--- src/rtl/irq_timer_ctrl.sv ---
// Memory-mapped interrupt source: 64-bit prescaled free-running counter with an
// armed compare (timer interrupt) plus an N-line edge-latched external interrupt unit.
module irq_timer_ctrl #(
    parameter logic [15:0] IO_BASE = 16'hC000,
    parameter int          N_IRQ   = 4
) (
    input  logic             clk,
    input  logic             rst_n,
    input  logic [13:0]      io_wadr,
    input  logic             io_we,
    input  logic [31:0]      io_wdata,
    input  logic [13:0]      io_radr,
    input  logic             io_re,
    output logic [31:0]      io_rdata,
    input  logic [N_IRQ-1:0] ext_irq,
    input  logic             csr_meie,
    input  logic             csr_mtie,
    output logic             g_interrupt,
    output logic             g_interrupt_1shot,
    output logic [1:0]       g_interrupt_priv,
    output logic             frc_cntr_val_leq
);

    localparam logic [2:0] OFF_FRC_LO = 3'd0;
    localparam logic [2:0] OFF_FRC_HI = 3'd1;
    localparam logic [2:0] OFF_CMP_LO = 3'd2;
    localparam logic [2:0] OFF_CMP_HI = 3'd3;
    localparam logic [2:0] OFF_CTRL   = 3'd4;
    localparam logic [2:0] OFF_PEND   = 3'd5;
    localparam logic [2:0] OFF_MASK   = 3'd6;

    logic [63:0]      frc;
    logic [63:0]      cmp;
    logic             cmp_arm;
    logic             ctrl_en;
    logic [7:0]       ctrl_psc;
    logic [7:0]       psc_cnt;
    logic [31:0]      hi_shadow;
    logic [N_IRQ-1:0] pend;
    logic [N_IRQ-1:0] mask;
    logic [N_IRQ-1:0] sync1, sync2, sync3;
    logic [N_IRQ-1:0] edge_det;
    logic [N_IRQ-1:0] pend_w1c;
    logic             g_int_dly;
    logic [31:0]      rd_val;

    logic w_hit, r_hit, tick;
    logic wr_frc_lo, wr_frc_hi, wr_cmp_lo, wr_cmp_hi, wr_ctrl, wr_pend, wr_mask;

    assign w_hit = io_we && (io_wadr[13:3] == IO_BASE[15:5]);
    assign r_hit = io_re && (io_radr[13:3] == IO_BASE[15:5]);

    assign wr_frc_lo = w_hit && (io_wadr[2:0] == OFF_FRC_LO);
    assign wr_frc_hi = w_hit && (io_wadr[2:0] == OFF_FRC_HI);
    assign wr_cmp_lo = w_hit && (io_wadr[2:0] == OFF_CMP_LO);
    assign wr_cmp_hi = w_hit && (io_wadr[2:0] == OFF_CMP_HI);
    assign wr_ctrl   = w_hit && (io_wadr[2:0] == OFF_CTRL);
    assign wr_pend   = w_hit && (io_wadr[2:0] == OFF_PEND);
    assign wr_mask   = w_hit && (io_wadr[2:0] == OFF_MASK);

    assign tick = ctrl_en && (psc_cnt == ctrl_psc);

    // A software write to either FRC half wins over a same-cycle increment and restarts the prescaler.
    always_ff @(posedge clk or negedge rst_n) begin
        if (!rst_n) begin
            frc     <= '0;
            psc_cnt <= '0;
        end else if (wr_frc_lo || wr_frc_hi) begin
            psc_cnt <= '0;
            if (wr_frc_lo) frc[31:0]  <= io_wdata;
            if (wr_frc_hi) frc[63:32] <= io_wdata;
        end else if (!ctrl_en) begin
            psc_cnt <= '0;
        end else if (tick) begin
            psc_cnt <= '0;
            frc     <= frc + 64'd1;
        end else begin
            psc_cnt <= psc_cnt + 8'd1;
        end
    end

    // Arm only after the high half lands so a half-updated compare value cannot match.
    always_ff @(posedge clk or negedge rst_n) begin
        if (!rst_n) begin
            cmp      <= '1;
            cmp_arm  <= 1'b0;
            ctrl_en  <= 1'b0;
            ctrl_psc <= '0;
            mask     <= '0;
        end else begin
            if (wr_cmp_lo) begin
                cmp[31:0] <= io_wdata;
                cmp_arm   <= 1'b0;
            end
            if (wr_cmp_hi) begin
                cmp[63:32] <= io_wdata;
                cmp_arm    <= 1'b1;
            end
            if (wr_ctrl) begin
                ctrl_en  <= io_wdata[0];
                ctrl_psc <= io_wdata[15:8];
            end
            if (wr_mask) mask <= io_wdata[N_IRQ-1:0];
        end
    end

    assign edge_det = sync2 & ~sync3;
    assign pend_w1c = wr_pend ? io_wdata[N_IRQ-1:0] : '0;

    always_ff @(posedge clk or negedge rst_n) begin
        if (!rst_n) begin
            sync1     <= '0;
            sync2     <= '0;
            sync3     <= '0;
            pend      <= '0;
            g_int_dly <= 1'b0;
        end else begin
            sync1     <= ext_irq;
            sync2     <= sync1;
            sync3     <= sync2;
            pend      <= (pend & ~pend_w1c) | edge_det;
            g_int_dly <= g_interrupt;
        end
    end

    always_comb begin
        rd_val = '0;
        case (io_radr[2:0])
            OFF_FRC_LO: rd_val = frc[31:0];
            OFF_FRC_HI: rd_val = hi_shadow;
            OFF_CMP_LO: rd_val = cmp[31:0];
            OFF_CMP_HI: rd_val = cmp[63:32];
            OFF_CTRL:   rd_val = {16'b0, ctrl_psc, 7'b0, ctrl_en};
            OFF_PEND:   rd_val = 32'(pend);
            OFF_MASK:   rd_val = 32'(mask);
            default:    rd_val = '0;
        endcase
    end

    // Reading FRC_LO snapshots the live high half so a later FRC_HI read is coherent.
    always_ff @(posedge clk or negedge rst_n) begin
        if (!rst_n) begin
            io_rdata  <= '0;
            hi_shadow <= '0;
        end else if (io_re) begin
            io_rdata <= r_hit ? rd_val : 32'd0;
            if (r_hit && (io_radr[2:0] == OFF_FRC_LO)) hi_shadow <= frc[63:32];
        end
    end

    assign g_interrupt       = csr_meie & (|(pend & mask));
    assign g_interrupt_1shot = g_interrupt & ~g_int_dly;
    assign g_interrupt_priv  = 2'b11;
    assign frc_cntr_val_leq  = csr_mtie & cmp_arm & (cmp <= frc);

endmodule

--- config.mk ---
export PLATFORM = sky130hd
export DESIGN_NAME = irq_timer_ctrl
export DESIGN_NICKNAME = d
export VERILOG_FILES = /design/src/rtl/irq_timer_ctrl.sv
export SDC_FILE = /design/constraint.sdc
export NUM_CORES = 1
export LEC_CHECK = 0
export CORE_MARGIN = 4
export CORE_UTILIZATION = 51
export DETAILED_ROUTE_END_ITERATION = 16
export DONT_BUFFER_PORTS = 1
export PLACE_DENSITY = 0.77
export SYNTH_ARGS = -nofsm -noshare
export SYNTH_HDL_FRONTEND = slang
export SYNTH_SLANG_ARGS = --single-unit
--- constraint.sdc ---
create_clock -name clk -period 3 [get_ports clk]
set_input_delay 0.45 -clock clk [delete_from_list [all_inputs] [get_ports clk]]
set_output_delay 0.45 -clock clk [all_outputs]
set_load 0.01 [all_outputs]
* Word-level counts from Yosys, hierarchy flattened
Index checks and enable logic that the tools add are counted.
** Operators by class
- Reductions and logical operators :: 21
- Muxes and demuxes :: 13
- Order comparisons :: 1
- Bitwise gates (word level) :: 11
- Equality and inequality tests :: 17
- $add $sub $neg :: 2
** Operator list (count)
- 32-bit one-hot mux with 7 select lines :: 1
- 64-bit two-way mux :: 3
- 32-bit two-way mux :: 3
- 64-bit by 1-bit adder with 64-bit output (second input constant) :: 1
- 64-bit less-or-equal comparator :: 1
- 8-bit two-way mux :: 3
- 11-bit equality test (second input constant) :: 2
- 3-bit equality test (second input constant) :: 6
- 4-bit AND :: 3
- 3-bit by 2-bit equality test with 1-bit output (second input constant) :: 4
- 1-bit logical AND :: 11
- 8-bit by 1-bit adder with 8-bit output (second input constant) :: 1
- 8-bit equality test :: 1
- 4-bit inverter :: 2
- 3-bit by 1-bit equality test with 1-bit output (second input constant) :: 2
- 3-bit logical NOT :: 2
- 3-bit AND reduction :: 2
- 2-bit nonzero test :: 3
- 1-bit AND :: 4
- 4-bit two-way mux :: 1
- 2-bit != test (second input constant) :: 2
- 4-bit OR :: 1
- 4-bit OR reduction :: 1
- 1-bit two-way mux :: 2
- other kinds (3) :: 3
** Storage, ports and cells
- Input bits :: 70
- Register bits after elaboration :: 231
- Output and inout port bits :: 37
- Logic and storage cells :: 81

* Depth between registers and ports, before layout
Gate-level depths: netlist of run 1.
- Depth after elaboration :: 7
- Gate-level depth with buffers :: 9
- Depth with buffers taken out :: 8

* Worst setup path after synthesis of run 1
No wires, ideal clock.
- Kind :: reg-to-output
- Start point :: reg cmp[61]
- End point :: out frc_cntr_val_leq
- Required time :: 2.550 ns
- Buffers on the path :: 0
- Path slack :: 0.534 ns
- Data arrival time :: 2.016 ns
- Stages on the path, launching flop included :: 8
- Path through :: dfstp_2 -> ha_1 -> a21o_1 -> a21o_1 -> a211oi_1 -> o211ai_1 -> or4_1 -> o21ai_0
** On the way
- Cells in the longest elaborated chain, start to end :: 2
** RTL lines
- start: declaration :: RTL line 33 : logic [63:0] cmp;
- start signal: assignment :: RTL line 96 : cmp[63:32] <= io_wdata;
- 64-bit less-or-equal comparator :: RTL line 154 : assign frc_cntr_val_leq = csr_mtie & cmp_arm & (cmp <= frc);
- 1-bit AND :: RTL line 154
- end: declaration :: RTL line 21 : output logic frc_cntr_val_leq
No other way between the ends.

* Final worst setup path of run 1
Same ends and word-level chain as after synthesis.

==> results.txt, run 1 <==
Outcome -> complete, but fails checks
Failing checks -> hold timing, setup timing
Final ANT Viol Nets -> 0
Diodes inserted -> 0
Finished Layout Cells -> 1773
Storage cell area -> 0.00587 mm2
Lkg Pwr -> 6.64 nW
RSZ-0062 raised after global routing -> true
Register area share after synthesis -> 44.3%
Synthesized flop and latch total -> 231
Post-Syn Area per Cell -> 9.72 um2
CP delay by family, top -> simple AND/OR/NAND/NOR gates
Setup crit start kind -> flop
CTS Buffer Depth -> 3
Root Driver -> clkbuf_16
Max Slew Vio Count -> 0
Worst path slowest cell -> dfstp_2
DRC Markers -> 0
Min-delay worst type -> primary input to async pin
Detailed-placement wirelength estimate -> 28.6 mm
DP Area -> 0.0138 mm2
CORE AREA -> 0.0253 mm2
First-pass DRT Iterations -> 8
Area leader, netlist -> dfrtp_1
Largest net degree at the start of global routing -> 232
Comb pwr share -> 2.0%
Post-synth EDFFs -> 0
Synth cell count leaders -> dfrtp_1 (167), nand2_1 (118), inv_1 (110)
Crit path kind -> flop to primary output
Die Ht -> 169 um
Final Skew -> 0.0155 ns
Total CTS buffers -> 25
Fmax -> 312 MHz
Min Hold Slack -> -0.386 ns
CTS tree -> built
Final worst slack -> -0.203 ns
Minimum clock period -> 3.20 ns
Clk pin slew, worst setup/hold paths -> 0.06 ns
Initial antenna violation count -> 0
CP Data Required Time -> 2.55 ns
Rows -> 58
Total Wirelength -> 42.0 mm
Clk sinks -> 231
Cell-by-cell trace of the critical path -> ha_1, nand4_1, buf_4, nor3_1, a22oi_1, o211ai_1, or4_4, o21ai_4
First-pass GRT wire length -> 65.1 mm
Grt met3 use -> 5.56%
Layout cells sized above 1 -> 25.4%
H-tree depth -> 1
Met1 Use GR -> 38.1%
Placed insts -> 1681
CTS hold repair buffers -> 5
Top cells by area, synth -> dfrtp_1 (32%), dfstp_2 (13%), ha_1 (6.2%)
Sequential group share of total power -> 47.6%
Die width -> 169 um
Switching share of power -> 21.2%
Final Hold Viols -> 231
Post-Syn Instances -> 1361
Main flop type after synthesis -> dfrtp_1
Busiest grt layer -> met2
# setup viols final -> 1
Final nets -> 1561
Post-synth top area share -> 31.6%
GPL Wtd Cong -> 0.966
Clock power share -> 50.4%
Vias in the first global route -> 11600
Total grt overflow -> 0
Final period util -> 107%
CP peak stage delay -> 0.54 ns
I/O pin total -> 107
Count of distinct cell types in the synthesized netlist -> 79
Max-cap viol count -> 0
Fill count -> 2076
Multi-input logic area -> 0.00688 mm2
Power Dens Cells -> 431 mW/mm2
Gr usage total -> 28.6%
Worst path bufs/invs -> 1
Final Total Pwr -> 6.59 mW
Finished Cell Area -> 0.0153 mm2
Pint -> 5.20 mW
Ys async rst share -> 100%
Rel. slew slack -> 37.4%
Post-DR wirelength/cell -> 23.7 um
Crit-path max FO -> 3
Most frequent cell after synthesis -> dfrtp_1
DIE AREA -> 0.0286 mm2
1st-iter DRT viols -> 1439
Peak supply drop -> 0.520 mV
GR Util met2 -> 46.7%
Worst-skew pair later-pin latency -> 0.54 ns
Area Overhead vs Synth -> 15.6%
Worst slew pin tran -> 0.931 ns
Vias -> 11600
Initial Util -> 52.2%
NetSw -> 1.40 mW
Mapped Area -> 0.0132 mm2
PortBufs -> 0
CP Capture Type -> primary output
CP arrival -> 2.75 ns
Vias/cell -> 6.56
Syn. warnings -> 0
==> path summary, 6_finish.rpt <==
| check | start | to | slack (ns) | depth (start not counted) |
|---|---|---|---|---|
| max in group asynchronous | rst_n | cmp[40] | 2.99 | 0 |
| min in group clk | io_re | io_rdata[31] | 0.03 | 1 |
| worst max register to register | psc_cnt[5] | frc[7] | 0.30 | 8 |
| worst max-delay path | cmp[61] | frc_cntr_val_leq | -0.20 | 8 |
| worst min register to register | sync1[1] | sync2[1] | 0.35 | 0 |
| worst min-delay path | rst_n | io_rdata[18] | -0.39 | 0 |
==> cells by family (layout without fill, tap and decap cells) <==
logic type | Yosys count | after routing | synth area share (%)
xor gates and xnor gates | 15 | 15 | 0.993
adders and majority gates | 66 | 66 | 6.24
other | 1 | 2 | 0.0283
and+or+nand+nor | 375 | 375 | 15.7
DFF | 231 | 231 | 44.3
buffers and inverters | 184 | 265 | 5.77
muxes | 86 | 86 | 7.29
AOI/OAI and AO/OA | 403 | 403 | 19.7
==> per-stage QoR <==
| stage | setup TNS [ns] | hold slack [ns] | setup slack [ns] | util (%) |
|---|---|---|---|---|
| final | -0.203 | -0.386 | -0.203 | 60.4 |
| after global routing | -0.274 | -0.398 | -0.274 | 60.4 |
| after CTS | -0.136 | -0.398 | -0.136 | 59.2 |
| after detailed placement | 0 | 0.163 | 0.0628 | 54.5 |
| after global placement | 0 | 0.163 | 0.0372 | 54.5 |
| after floorplan | 0 | 0.154 | 0.534 | - |
==> area by class of cell <==
type	instances	share of cell area [%]
clock buffer	32	4.39
clock inverter	13	1.26
inverter	110	2.70
multi-input combinational	947	45.0
sequential	231	38.4
tap	330	2.70
timing repair buffer	110	5.56
==> sequential cells by signal, indices dropped and copies added (netlist names) <==
name       cells
g_int_dly      1
mask           4
sync1          4
hi_shadow     32
psc_cnt        8
sync2          4
sync3          4
ctrl_psc       8
cmp_arm        1
io_rdata      32
pend           4
frc           64
cmp           64
ctrl_en        1
==> power groups by stage <==
stage / clock network (mW) / registers (mW) / logic (mW)
after floorplan: 0 / 3.19 / 0.0998
after global placement: 0 / 3.19 / 0.120
after detailed placement: 0 / 3.19 / 0.122
after CTS: 3.36 / 3.14 / 0.129
after global routing: 3.48 / 3.14 / 0.142
final: 3.32 / 3.14 / 0.133
==> worst reg2reg max path, stage by stage, from the launching register on <==
cell and delay (ns):
dfrtp_1 0.43, xnor2_1 0.42, nand2_1 0.31, nor4_2 0.32
buf_4 0.20, or2_1 0.14, buf_4 0.33, a21oi_1 0.13
a311oi_1 0.31
==> routing by layer <==
layer | vias up | routed length, um
li1 | 5196 | -
met1 | 5735 | 16700
met2 | 568 | 20000
met3 | 132 | 3540
met4 | 2 | 1780
met5 | - | 58
==> placed cells by master (no fill, tap or decap), types with 22 or more instances in the layout <==
cell type  Yosys  final
ha_1          66     55
inv_1        110    104
nor3_1        24     24
clkbuf_16      0     25
nand2_1      118    118
nand3_1       34     33
a22o_1        22     22
dfstp_2       64     64
o21ai_0       91     84
a21oi_1      102     98
dfrtp_1      167    161
mux2_2        73     73
o22ai_1       53     53
nor2_1        54     51
nand4_1       44     44
buf_4          7    104
a221oi_1      32     30
==> timing repair <==
| item | 4_1_cts | 5_1_grt |
|---|---|---|
| endpoints found under the setup margin | 1 | 1 |
| pin swaps | 15 | 20 |
| gates resized for setup | 27 | 26 |
| setup buffers | 22 | 20 |
| endpoints found under the hold margin | 236 | 231 |
(Power assumes the default switching activity.)
==> run 2, diff against run 1 <==
--- a/config.mk
+++ b/config.mk
@@ -9,7 +9,8 @@
 export CORE_UTILIZATION = 51
 export DETAILED_ROUTE_END_ITERATION = 16
 export DONT_BUFFER_PORTS = 1
-export PLACE_DENSITY = 0.77
+export PLACE_DENSITY = 0.72
+export SETUP_SLACK_MARGIN = 0.1
 export SYNTH_ARGS = -nofsm -noshare
 export SYNTH_HDL_FRONTEND = slang
 export SYNTH_SLANG_ARGS = --single-unit
==> run 2 against run 1 <==
Against the previous run: setup slack lost 0.15 ns; largest power group is now sequential cells; combinational power barely moved; global-route usage increased by 0.48 points; the flow still finishes with violations (hold timing, setup timing); first-iteration DRC count is 12% lower; critical path type unchanged.
==> results.txt, run 2 (synthesis results as in run 1) <==
Final nets -> 1557
Lkg Pwr -> 6.59 nW
Worst slew pin tran -> 0.975 ns
Min-delay worst type -> primary input to async pin
CP delay by family, top -> simple AND/OR/NAND/NOR gates
Most frequent cells in the layout -> dfrtp_1 (163), nand2_1 (118), inv_1 (104)
Crit path kind -> flop to primary output
Total grt overflow -> 0
Commonest non-fill, non-tap cell in the layout -> dfrtp_1
Final worst slack -> -0.356 ns
Diodes inserted -> 0
Largest registers -> cmp (64), frc (64)
CP Capture Type -> primary output
Vias/cell -> 6.48
Post-DR wirelength/cell -> 23.8 um
Initial antenna violation count -> 0
Die width -> 169 um
CP peak stage delay -> 0.40 ns
DIE AREA -> 0.0286 mm2
DRC Markers -> 0
Dpl ws -> -0.117 ns
# setup viols final -> 1
First-pass GRT wire length -> 66.1 mm
GPL Wtd Cong -> 0.966
CTS hold repair buffers -> 5
Worst path slowest cell -> dfrtp_1
CORE AREA -> 0.0253 mm2
Detailed-placement wirelength estimate -> 29.3 mm
Vias -> 11500
Root Driver -> clkbuf_16
Max-cap viol count -> 0
CTS Buffer Depth -> 3
Rows -> 58
Power Dens Cells -> 420 mW/mm2
Max Slew Vio Count -> 0
Setup crit start kind -> flop
Final Skew -> 0.00762 ns
Failing checks -> hold timing, setup timing
CP Data Required Time -> 2.55 ns
Minimum clock period -> 3.36 ns
1st-iter DRT viols -> 1264
Cell-by-cell trace of the critical path -> inv_2, ha_4, nand4_1, nor4_2, buf_4, nand4_1, a31oi_1, or4_1, o21ai_2, buf_4
Initial Util -> 52.2%
Clk pin slew, worst setup/hold paths -> 0.06 ns
Final ANT Viol Nets -> 0
Total CTS buffers -> 25
Die Ht -> 169 um
Peak supply drop -> 0.544 mV
Fmax -> 298 MHz
Total Wirelength -> 42.2 mm
Min Hold Slack -> -0.389 ns
Worst-skew pair later-pin latency -> 0.54 ns
Gr usage total -> 29.1%
Clk sinks -> 231
Final period util -> 112%
Rel. slew slack -> 34.5%
CP arrival -> 2.91 ns
Layout cells sized above 1 -> 24.7%
Vias in the first global route -> 11600
RSZ-0062 raised after global routing -> true
H-tree depth -> 1
PortBufs -> 0
Worst path bufs/invs -> 3
I/O pin total -> 107
First-pass DRT Iterations -> 6
Area Overhead vs Synth -> 14.9%
Final Hold Viols -> 231
Crit-path max FO -> 4
Outcome -> complete, but fails checks
Setup TNS -> -0.356 ns
Largest net degree at the start of global routing -> 232
CTS tree -> built
==> run 2: changes by cell type in the layout (fill, tap and decap cells not counted), moves of 4 or more <==
cell,previous run,this run
bufinv_16,5,1
buf_4,104,99
clkbuf_8,2,7
clkinv_2,7,3
==> run 2: power breakdown <==
group          internal (mW)  switching, mW  total [mW]
sequential              3.13        0.00594        3.14
combinational         0.0566         0.0755       0.132
clock                   1.79           1.32        3.11
total                   4.98           1.40        6.38
==> run 2: metrics by stage <==
| step | cell area (um2) | cells | hold WS [ns] | utilization (%) | power (mW) |
|---|---|---|---|---|---|
| after floorplan | 13200 | 1362 | 0.154 | - | 3.29 |
| after global placement | 13800 | 1687 | 0.168 | 54.7 | 3.31 |
| after detailed placement | 13800 | 1687 | 0.163 | 54.7 | 3.31 |
| after CTS | 15000 | 1759 | -0.395 | 59.3 | 6.41 |
| after global routing | 15200 | 1769 | -0.404 | 60.0 | 6.55 |
| final | 15200 | 1769 | -0.389 | 60.0 | 6.38 |
==> run 2: layer usage <==
| layer | vias to the layer above | global-route usage, % | wire length [um] |
|---|---|---|---|
| li1 | 5185 | - | - |
| met1 | 5651 | 39.3 | 17100 |
| met2 | 524 | 46.8 | 19900 |
| met3 | 109 | 5.84 | 3690 |
| met4 | 0 | 10.3 | 1510 |
| met5 | - | 0 | 0 |
==> run 2: final cells by class <==
type / instances / area [um2]
Inverter: 110 / 413
Tap cell: 330 / 413
Timing Repair Buffer: 106 / 833
Clock inverter: 7 / 68.8
Fill cell: 2110 / 10100
Clock buffer: 38 / 744
Multi-Input combinational cell: 947 / 6870
Sequential cell: 231 / 5870
==> run 2: final timing paths <==
check / start / slack, ns / depth (start not counted) / to
setup reg to reg: frc[1] / 0.33 / 7 / frc[60]
setup / recovery: frc[46] / -0.36 / 10 / frc_cntr_val_leq
hold reg to reg: sync1[3] / 0.35 / 0 / sync2[3]
max in group asynchronous: rst_n / 3.05 / 0 / cmp[3]
min in group clk: io_re / 0.02 / 1 / io_rdata[31]
hold / removal: rst_n / -0.39 / 0 / io_rdata[19]
==> run 2: repair_timing <==
item                                   in CTS  in global routing
setup endpoints to repair                   1                  1
buffers inserted                           22                 10
gates resized for setup                    23                 21
endpoints found under the hold margin     236                231
pin swaps                                  18                 13
